===== config.mk =====
export PLATFORM = sky130hd
export DESIGN_NAME = axi_read_arbiter
export DESIGN_NICKNAME = d
export VERILOG_FILES = /design/src/rtl/axi_read_arbiter.sv
export SDC_FILE = /design/constraint.sdc
export NUM_CORES = 1
export LEC_CHECK = 0
export ABC_CLOCK_PERIOD_IN_PS = 1450
export BUFFER_PORTS_ARGS = -buffer_cell sky130_fd_sc_hd__buf_2
export CAP_MARGIN = 20
export CORE_AREA = 3 3 182 184
export CTS_CLUSTER_SIZE = 14
export DETAILED_ROUTE_END_ITERATION = 10
export DIE_AREA = 0 0 185 187
export PLACE_DENSITY_LB_ADDON = 0.12
export SYNTH_ARGS = -nofsm -noshare
export SYNTH_HDL_FRONTEND = slang
export SYNTH_SLANG_ARGS = --single-unit

===== constraint.sdc =====
create_clock -name clk -period 1.45 [get_ports clk]
set_clock_uncertainty 0.05 [all_clocks]
set_input_delay 0.29 -clock clk [delete_from_list [all_inputs] [get_ports clk]]
set_output_delay 0.29 -clock clk [all_outputs]
set_load 0.1 [all_outputs]

===== src/rtl/axi_read_arbiter.sv =====
// axi_read_arbiter: round-robin share of one AXI4 read master between the
// icache (requester 0) and dcache (requester 1); one burst outstanding at a time.
module axi_read_arbiter #(
  parameter int ID_WIDTH   = 13,
  parameter int ADDR_WIDTH = 64,
  parameter int DATA_WIDTH = 64
) (
  input  logic                    clk,
  input  logic                    reset,
  input  logic [2*ID_WIDTH-1:0]   s_arid,
  input  logic [2*ADDR_WIDTH-1:0] s_araddr,
  input  logic [15:0]             s_arlen,
  input  logic [5:0]              s_arsize,
  input  logic [3:0]              s_arburst,
  input  logic [1:0]              s_arlock,
  input  logic [7:0]              s_arcache,
  input  logic [5:0]              s_arprot,
  input  logic [1:0]              s_arvalid,
  output logic [1:0]              s_arready,
  output logic [ID_WIDTH-1:0]     s_rid,
  output logic [DATA_WIDTH-1:0]   s_rdata,
  output logic [1:0]              s_rresp,
  output logic                    s_rlast,
  output logic [1:0]              s_rvalid,
  input  logic [1:0]              s_rready,
  output logic [ID_WIDTH-1:0]     m_axi_arid,
  output logic [ADDR_WIDTH-1:0]   m_axi_araddr,
  output logic [7:0]              m_axi_arlen,
  output logic [2:0]              m_axi_arsize,
  output logic [1:0]              m_axi_arburst,
  output logic                    m_axi_arlock,
  output logic [3:0]              m_axi_arcache,
  output logic [2:0]              m_axi_arprot,
  output logic                    m_axi_arvalid,
  input  logic                    m_axi_arready,
  input  logic [ID_WIDTH-1:0]     m_axi_rid,
  input  logic [DATA_WIDTH-1:0]   m_axi_rdata,
  input  logic [1:0]              m_axi_rresp,
  input  logic                    m_axi_rlast,
  input  logic                    m_axi_rvalid,
  output logic                    m_axi_rready,
  output logic                    grant,
  output logic                    busy,
  output logic                    protocol_err
);
  typedef enum logic [1:0] {IDLE, ADDR, DATA} state_t;
  state_t state, state_n;
  logic last_grant, pick, ar_hs, r_hs;
  logic [7:0] exp_len, beat_cnt;

  assign pick  = &s_arvalid ? ~last_grant : s_arvalid[1];
  assign ar_hs = m_axi_arvalid & m_axi_arready;
  assign r_hs  = m_axi_rvalid & m_axi_rready;
  assign busy  = state != IDLE;

  assign m_axi_arid    = s_arid[grant*ID_WIDTH +: ID_WIDTH];
  assign m_axi_araddr  = s_araddr[grant*ADDR_WIDTH +: ADDR_WIDTH];
  assign m_axi_arlen   = s_arlen[grant*8 +: 8];
  assign m_axi_arsize  = s_arsize[grant*3 +: 3];
  assign m_axi_arburst = s_arburst[grant*2 +: 2];
  assign m_axi_arlock  = s_arlock[grant];
  assign m_axi_arcache = s_arcache[grant*4 +: 4];
  assign m_axi_arprot  = s_arprot[grant*3 +: 3];

  assign s_rid   = m_axi_rid;
  assign s_rdata = m_axi_rdata;
  assign s_rresp = m_axi_rresp;
  assign s_rlast = m_axi_rlast;

  always_comb begin
    s_arready = '0;
    s_rvalid = '0;
    m_axi_arvalid = state == ADDR;
    m_axi_rready = (state == DATA) & s_rready[grant];
    s_arready[grant] = m_axi_arvalid & m_axi_arready;
    s_rvalid[grant] = (state == DATA) & m_axi_rvalid;
    state_n = (state == IDLE && |s_arvalid)        ? ADDR :
              (state == ADDR && ar_hs)             ? DATA :
              (state == DATA && r_hs && m_axi_rlast) ? IDLE : state;
  end

  // a non-last beat at index arlen means the burst is already too long
  always_ff @(posedge clk) begin
    if (reset) begin
      state <= IDLE;
      grant <= 1'b0;
      last_grant <= 1'b1;
      exp_len <= '0;
      beat_cnt <= '0;
      protocol_err <= 1'b0;
    end else begin
      state <= state_n;
      if (state == IDLE && |s_arvalid) grant <= pick;
      if (ar_hs) begin
        exp_len <= m_axi_arlen;
        beat_cnt <= '0;
      end
      if (r_hs) beat_cnt <= beat_cnt + 8'd1;
      if (r_hs && (m_axi_rlast ? beat_cnt != exp_len : beat_cnt == exp_len)) protocol_err <= 1'b1;
      if (r_hs && m_axi_rlast) last_grant <= grant;
    end
  end
endmodule


==> results.yml, run 1 <==
status:
  status: "finished, violations left"
  violations: "negative setup slack"
final_layout:
  fillers: 3424
  area_delta_synth_final_pct: 152
  fin_cells: 995
  regArea_um2: 432
  finalInstanceArea_mm2: 0.00709
  nets: 879
  layout-drive-gt1-share_pct: 86.2
  num_antenna_cells: 0
  fin_util_pct: 22.5
  multi_input_area_mm2: 0.00226
floorplanning:
  die-area_mm2: 0.0346
  core_mm2: 0.0316
  die_h_um: 187
  io_pins: 471
  start_util_pct: 8.91
  rows: 65
  die_x_um: 185
logic_synthesis:
  yosysSeqAreaShare_pct: 14.9
  synthDistinctLibCells: 36
  yosys_warnings: 0
  async_flop_share_pct: 0
  synth_edf_count: 0
  ys_ff_latch: 21
  synth_cells: 318
  avgSynthCellArea_um2: 8.84
  synth_flop_cell: "dfxtp_1"
  synthesis.nets: 603
  synth_area_mm2: 0.00281
setup_path:
  crit_fanout: 9
  required_ns: 1.11
  path_class: "flip-flop to output port"
  setup.worst_path.end_class: "output port"
  arrival_ns: 1.53
  worst_setup_path_start_kind: "flip-flop"
cts:
  clk_pin_slew_ns: 0.06
  holdBufCountCts: 0
  cts-root-buf: "clkbuf_16"
  clock_latency_ns: 0.26
  cts_tree: "yes"
  htree_num_levels: 1
  clock_path_buffers: 2
  numClockSinks: 21
  cts_buffers: 3
power:
  power.total_mw: 5.73
  pwr_density_cell_mw_per_mm2: 809
  cellLeakagePower_nw: 3.30
  irDropWorstVdd_v: 0.000444
placed_design:
  hpwl_um: 15700
  pre_cts_slack_ns: -0.217
  placedCellCount: 974
  io_buffers: 312
  dpl_cell_area_mm2: 0.00611
  routabilityCongestion: 0.671
routing:
  viasPerCell: 3.40
  drt_iter0_drc: 42
  vias: 3384
  wl_per_cell_um: 17.6
  ant_nets: 0
  drc: 0
  wl_um: 17600
  dr.pass1.iters: 3
min_path:
  min_path_type: "input pin to flip-flop"
global_routing:
  grt_pass1_wl_um: 23500
  grt_usage_pct: 9.18
  grt_pass1_vias: 3689
  antenna_found_initial: 2
  overflow: 0
  grt_max_degree: 27
run:
  drv_cap: 0
sta:
  clock.fmax_ghz: 0.535
  slew_headroom_pct: 79.6
  period_share_pct: 129
  slew_violations: 0
  rsz0062_at_grt: "yes"
  worst-slew-pin-transition_ns: 0.301
  fin_crit_ns: 1.87
  timing.final.ws_setup_ns: -0.419
  finalHoldViolCount: 0
  setup_viol: 115
through the flow:
step | TNS (ns) | hold slack (ns)
5_1_grt | -44.48 | 0.257
4_1_cts | -39.77 | 0.236
3_3_place_gp | -14.78 | 0.424
3_5_place_dp | -14.98 | 0.427
6_report | -37.89 | 0.243
2_1_floorplan | -51.85 | 0.387
final timing paths:
| kind | startpoint | endpoint | depth (start not counted) | slack [ns] |
|---|---|---|---|---|
| setup / recovery | grant$_SDFFE_PP0P_ | m_axi_arid[10] | 4 | -0.42 |
| hold / removal | reset | state[0]$_SDFFE_PP0P_ | 2 | 0.24 |
| setup reg to reg | grant$_SDFFE_PP0P_ | protocol_err$_SDFFE_PP0P_ | 6 | -0.21 |
| hold reg to reg | last_grant$_SDFFE_PP1P_ | last_grant$_SDFFE_PP1P_ | 2 | 0.43 |
kinds of logic after synthesis:
logic type / count (synthesis) / synth area share, %
fa+ha+maj: 1 / 0.445
flops: 21 / 14.9
buf+inv: 102 / 25.1
mux: 101 / 40.5
compound gates: 15 / 3.51
simple gates: 66 / 11.7
xor+xnor: 12 / 3.74
report_power, final:
group          switching [mW]  internal (mW)  total (mW)
sequential             0.0296          0.605       0.635
combinational            2.68           1.81        4.49
clock                   0.235          0.371       0.607
synthesized netlist by cell type (3+ instances only):
cell type / number / share of area, %
a21oi_1: 7 / 1.2
clkbuf_1: 4 / 0.53
nand3_1: 4 / 0.71
buf_2: 13 / 2.3
buf_4: 82 / 22
inv_1: 3 / 0.40
nor2_1: 24 / 3.2
mux2_2: 98 / 39
xnor2_1: 11 / 3.4
nor3_1: 13 / 2.3
nand4_1: 3 / 0.67
dfxtp_1: 21 / 15
nand2_1: 7 / 0.93
registers in the layout, summed over array words and instances (netlist names):
signal / cells
beat_cnt: 8
exp_len: 8
state: 2
grant: 1
last_grant: 1
protocol_err: 1
layout make-up:
| cell class | instances | area share, % |
|---|---|---|
| repair buffers | 370 | 53.7 |
| multi-input cells | 195 | 31.9 |
| well taps | 402 | 7.09 |
| flip-flops and latches | 21 | 6.09 |
| clock buffers | 3 | 1.06 |
| inverters | 3 | 0.159 |
| clock inverters | 1 | 0.0706 |
per-layer routing:
metal / vias up / routed length (um) / global-route usage [%]
met1: 1497 / 4830 / 7.05
met2: 300 / 9890 / 19.5
met3: 8 / 2660 / 5.29
li1: 1577 / - / -
met4: 2 / 158 / 1.01
met5: - / 13 / 0
critical path: stages (launching register included):
cell	delay, ns
dfxtp_4	0.41
buf_12	0.17
clkbuf_16	0.19
mux2_4	0.31
buf_12	0.17
timing repair:
item	in CTS	in global routing
resized for setup	152	41
gates cloned	0	2
pin swaps	16	10
endpoints found under the setup margin	124	124
setup buffers	6	11
cell usage in the layout, fill, tap and decap left out, types with 2 or more instances in the layout:
cell type and n:
nor3_1 11, dfxtp_1 18, and3b_2 2, nand3b_1 2, buf_16 2, and2_4 2
nand2_4 2, nor2_1 15, nor3_2 2, buf_12 107, dfxtp_4 3, mux2_2 4
nand2_1 6, a21oi_2 5, buf_4 29, inv_1 2, clkbuf_16 5, o311ai_1 2
nand4_1 3, nor2_2 2, nand3_1 3, nor2_4 7, or3_1 2, buf_8 7
mux2_4 95, buf_2 204, buf_6 19, xnor2_1 11
No activity file was read; power rests on OpenSTA's default activity.
==> run 2: changes to the inputs <==
--- a/config.mk
+++ b/config.mk
@@ -13,6 +13,7 @@
 export DETAILED_ROUTE_END_ITERATION = 10
 export DIE_AREA = 0 0 185 187
 export PLACE_DENSITY_LB_ADDON = 0.12
+export SETUP_SLACK_MARGIN = 0.02
 export SYNTH_ARGS = -nofsm -noshare
 export SYNTH_HDL_FRONTEND = slang
 export SYNTH_SLANG_ARGS = --single-unit
==> run 2 against run 1 <==
Effect of this change:
- the flow still finishes with violations (negative setup slack)
- non-clock buffer count is 7 higher
- largest power group unchanged
- flip-flop and latch count is the same
- critical path type unchanged
- final cell count increased by 0.80%
- combinational power increased by 0.9%
==> results.yml, run 2 (synthesized netlist as in run 1, its figures left out) <==
placed_design:
  dpl_cell_area_mm2: 0.00637
  pre_cts_slack_ns: -0.171
  io_buffers: 312
  routabilityCongestion: 0.672
  hpwl_um: 14400
cts:
  clock_latency_ns: 0.26
  htree_num_levels: 1
  clk_pin_slew_ns: 0.06
  cts_buffers: 3
  numClockSinks: 21
  cts-root-buf: "clkbuf_16"
  clock_path_buffers: 2
  cts_tree: "yes"
  holdBufCountCts: 0
run:
  drv_cap: 0
floorplanning:
  die_h_um: 187
  die-area_mm2: 0.0346
  io_pins: 471
  die_x_um: 185
  core_mm2: 0.0316
  start_util_pct: 8.91
  rows: 65
final_layout:
  fillers: 3397
  fin_util_pct: 22.7
  nets: 886
  top_regs: "beat_cnt x8, exp_len x8, state x2"
  finalInstanceArea_mm2: 0.00718
  layout-drive-gt1-share_pct: 85.3
  mostFrequentLayoutCells: "204 x buf_2, 116 x buf_12, 98 x mux2_4, 32 x buf_4, 19 x buf_6"
  layout_commonest_cell: "buf_2"
  area_delta_synth_final_pct: 155
sta:
  setup_viol: 115
  worst-slew-pin-transition_ns: 0.272
  slew_violations: 0
  slew_headroom_pct: 81.8
  period_share_pct: 130
  clock.fmax_ghz: 0.530
  timing.final.ws_setup_ns: -0.436
  rsz0062_at_grt: "yes"
  holdWs_ns: 0.247
  fin_crit_ns: 1.89
  finalHoldViolCount: 0
status:
  violations: "negative setup slack"
  status: "finished, violations left"
min_path:
  hold_end: "state[0]$_SDFFE_PP0P_"
  hold_path_depth: 2
  min_path_type: "input pin to flip-flop"
  min_from: "reset"
setup_path:
  r2r_end: "protocol_err$_SDFFE_PP0P_"
  crit_family: "buffers and inverters"
  crit_fanout: 5
  setup.worst_path.end_class: "output port"
  timing.rr.start: "grant$_SDFFE_PP0P_"
  cpPeakStageDelay_ns: 0.41
  crit_buf_inv: 4
  r2r_cells: 7
  critPathSlowestCell: "dfxtp_4"
  r2r_setup_slack_ns: -0.29
  cp_common_cell: "buf_12"
  required_ns: 1.11
  arrival_ns: 1.55
  path_class: "flip-flop to output port"
  cp_cell_sequence: "buf_12 > buf_12 > buf_6 > mux2_4 > buf_12"
  worst_setup_path_start_kind: "flip-flop"
routing:
  wl_per_cell_um: 16.6
  viasPerCell: 3.35
  wl_um: 16700
  dr.pass1.iters: 4
  ant_nets: 0
  drc: 0
  drt_iter0_drc: 17
  vias: 3364
global_routing:
  grt_max_degree: 24
  grt_usage_pct: 8.67
  grt_pass1_vias: 3624
  antenna_found_initial: 2
  grt_pass1_wl_um: 22700
  overflow: 0
power:
  cellLeakagePower_nw: 3.34
  irDropWorstVdd_v: 0.000376
  pwr_density_cell_mw_per_mm2: 806
  power.total_mw: 5.78
-- run 2: worst max path at each step --
stage                            start                        to  slack (ns)  cells after the start
floorplan           grant$_SDFFE_PP0P_              m_axi_rready       -0.56                      3
global placement    grant$_SDFFE_PP0P_  beat_cnt[4]$_SDFFE_PP0P_       -0.16                      6
detailed placement  grant$_SDFFE_PP0P_             m_axi_arid[0]       -0.17                      3
global route        grant$_SDFFE_PP0P_          m_axi_araddr[40]       -0.47                      5
CTS                 grant$_SDFFE_PP0P_          m_axi_araddr[29]       -0.45                      4
finish              grant$_SDFFE_PP0P_          m_axi_araddr[40]       -0.44                      5
-- run 2: area by class of cell --
cell class	instances	area [um^2]	area share, %
Sequential cell	21	432	6.01
Antenna cell	1	2.50	0.0349
Multi-Input combinational cell	195	2240	31.2
Inverter	3	11.3	0.157
Clock inverter	1	6.26	0.0872
Clock buffer	3	75.1	1.05
Timing Repair Buffer	377	3910	54.5
Tap cell	402	503	7.01
-- run 2: worst reg2reg max path, stage by stage, from the launching register on --
cell	delay, ns
dfxtp_4	0.38
buf_12	0.15
buf_8	0.13
buf_8	0.12
mux2_4	0.23
nand2_4	0.07
or3_1	0.31
o311ai_1	0.21
-- run 2: timing repair --
| item | CTS | global route |
|---|---|---|
| pin swaps | 9 | 5 |
| gates resized for setup | 100 | 32 |
| buffers inserted | 16 | 5 |
| cloned | 1 | 2 |
| endpoints found under the setup margin | 122 | 123 |
-- run 2: per-layer routing --
metal  GRT usage [%]  part of all wire (%)  wire length, um  vias to the layer above
met4            1.01                  0.77              129                        2
met5               0                 0.078               13                        -
met3            5.39                    15             2560                       22
met1            7.74                    31             5110                     1478
met2            16.8                    53             8860                      272
li1                -                     -                -                     1590
-- run 2: through the flow --
stage,instances,setup TNS [ns]
floorplan,318,-51.85
global placement,977,-12.56
detailed placement,977,-12.85
CTS,996,-41.49
global route,1003,-44.81
finish,1003,-39.40
-- run 2: where the power goes --
part	switching, mW	total [mW]	internal, mW
Combinational	2.67	4.53	1.86
Sequential	0.0307	0.636	0.605
Clock	0.242	0.617	0.375
==> run 3: changes to the inputs <==
--- a/config.mk
+++ b/config.mk
@@ -6,7 +6,7 @@
 export NUM_CORES = 1
 export LEC_CHECK = 0
 export ABC_CLOCK_PERIOD_IN_PS = 1450
-export BUFFER_PORTS_ARGS = -buffer_cell sky130_fd_sc_hd__buf_2
+export BUFFER_PORTS_ARGS = -buffer_cell sky130_fd_sc_hd__buf_4
 export CAP_MARGIN = 20
 export CORE_AREA = 3 3 182 184
 export CTS_CLUSTER_SIZE = 14
==> run 3 against run 2 <==
Effect of this change:
- the flow still finishes with violations (negative setup slack)
- via count is 1.5% higher
- flip-flop and latch count stayed put
- core utilization is 0.91 points lower
- sequential power hardly changed
- critical path depth stayed put
- clock-buffer cell count stayed put
- first-iteration DRC count is 140% higher
- final cell count is 1.0% lower
- setup slack worse by 0.038 ns
- largest power group unchanged
==> results.yml, run 3 (synthesized netlist as in run 1, its figures left out) <==
final_layout:
  layout_commonest_cell: "buf_4"
  layout-drive-gt1-share_pct: 84.3
  fin_util_pct: 21.8
  finalInstanceArea_mm2: 0.00689
  area_delta_synth_final_pct: 145
  fin_cells: 993
  nets: 877
  top_regs: "beat_cnt x8, exp_len x8, state x2"
  num_antenna_cells: 0
  fillers: 3406
  mostFrequentLayoutCells: "279 x buf_4, 93 x mux2_4, 64 x buf_12, 22 x buf_6, 18 x dfxtp_1"
routing:
  viasPerCell: 3.44
  wl_um: 16200
  vias: 3414
  ant_nets: 0
  wl_per_cell_um: 16.3
  drc: 0
  drt_iter0_drc: 40
  dr.pass1.iters: 3
sta:
  fin_crit_ns: 1.92
  slew_violations: 0
  slew_headroom_pct: 77.2
  worst-slew-pin-transition_ns: 0.337
  tns_ns: -43.43
  period_share_pct: 133
  rsz0062_at_grt: "yes"
  setup_viol: 118
  holdWs_ns: 0.181
  finalHoldViolCount: 0
  timing.final.ws_setup_ns: -0.474
  clock.fmax_ghz: 0.520
placed_design:
  routabilityCongestion: 0.846
  placedCellCount: 976
  pre_cts_slack_ns: -0.230
  io_buffers: 312
  dpl_cell_area_mm2: 0.00573
  hpwl_um: 14100
floorplanning:
  die_h_um: 187
  core_mm2: 0.0316
  rows: 65
  start_util_pct: 8.91
  io_pins: 471
  die_x_um: 185
  die-area_mm2: 0.0346
global_routing:
  grt_pass1_vias: 3710
  overflow: 0
  antenna_found_initial: 0
  grt_max_degree: 34
  grt_usage_pct: 8.43
  grt_pass1_wl_um: 22200
setup_path:
  setup.worst_path.end_class: "output port"
  r2r_cells: 8
  path_class: "flip-flop to output port"
  required_ns: 1.11
  r2r_end: "beat_cnt[3]$_SDFFE_PP0P_"
  crit_fanout: 9
  arrival_ns: 1.58
  timing.rr.start: "grant$_SDFFE_PP0P_"
  r2r_setup_slack_ns: -0.28
  worst_setup_path_start_kind: "flip-flop"
cts:
  clock_path_buffers: 2
  holdBufCountCts: 0
  cts-root-buf: "clkbuf_16"
  cts_tree: "yes"
  cts_buffers: 3
  numClockSinks: 21
  clock_latency_ns: 0.26
  clk_pin_slew_ns: 0.06
  htree_num_levels: 1
min_path:
  min_from: "reset"
  hold_path_depth: 2
  min_path_type: "input pin to flip-flop"
  hold_end: "state[1]$_SDFFE_PP0P_"
status:
  status: "finished, violations left"
  violations: "negative setup slack"
power:
  power.total_mw: 5.52
  irDropWorstVdd_v: 0.000334
  pwr_density_cell_mw_per_mm2: 801
  cellLeakagePower_nw: 3.21
run:
  drv_cap: 0
[run 3: cell count changes in the layout (fill, tap and decap cells not counted), sizes merged]
cell,delta
diode,-1
buf,-9
[run 3: final cells by class]
cell class,count,area [um^2],share of cell area [%]
Tap cell,402,503,7.30
Clock buffer,3,75.1,1.09
Clock inverter,1,6.26,0.0908
Timing Repair Buffer,368,3680,53.4
Inverter,3,11.3,0.163
Multi-Input combinational cell,195,2190,31.7
Sequential cell,21,432,6.26
[run 3: worst max-delay path, stage by stage, from the launching register on]
cell,delay [ns]
dfxtp_4,0.41
buf_12,0.12
buf_12,0.14
buf_12,0.12
mux2_4,0.33
buf_12,0.17
[run 3: how the worst max path moves through the flow]
stage | start | to | slack, ns | cells past startpoint
after CTS | grant$_SDFFE_PP0P_ | m_axi_araddr[11] | -0.49 | 5
final | grant$_SDFFE_PP0P_ | m_axi_arid[2] | -0.47 | 5
after global routing | grant$_SDFFE_PP0P_ | m_axi_arid[2] | -0.52 | 5
after detailed placement | grant$_SDFFE_PP0P_ | m_axi_arid[10] | -0.23 | 3
after global placement | grant$_SDFFE_PP0P_ | m_axi_arid[10] | -0.23 | 3
after floorplan | grant$_SDFFE_PP0P_ | m_axi_rready | -0.56 | 3
[run 3: metal layers]
metal | global-route usage [%] | vias to the layer above | part of all wire, %
li1 | - | 1573 | -
met1 | 7.13 | 1539 | 29
met2 | 17.4 | 278 | 56
met3 | 4.05 | 24 | 14
met4 | 1.41 | 0 | 1.3
met5 | 0 | - | 0
[run 3: where the power goes]
| part | switching (mW) | leakage [nW] | total (mW) | internal (mW) |
|---|---|---|---|---|
| Combinational | 2.59 | 3.00 | 4.26 | 1.67 |
| Clock | 0.252 | 0.0414 | 0.628 | 0.376 |
| Sequential | 0.0293 | 0.173 | 0.634 | 0.605 |
[run 3: what timing repair did]
action	CTS	global route
gates resized for setup	186	44
setup buffers	8	5
pin swaps	8	5
cloned	1	1
endpoints found under the setup margin	121	124
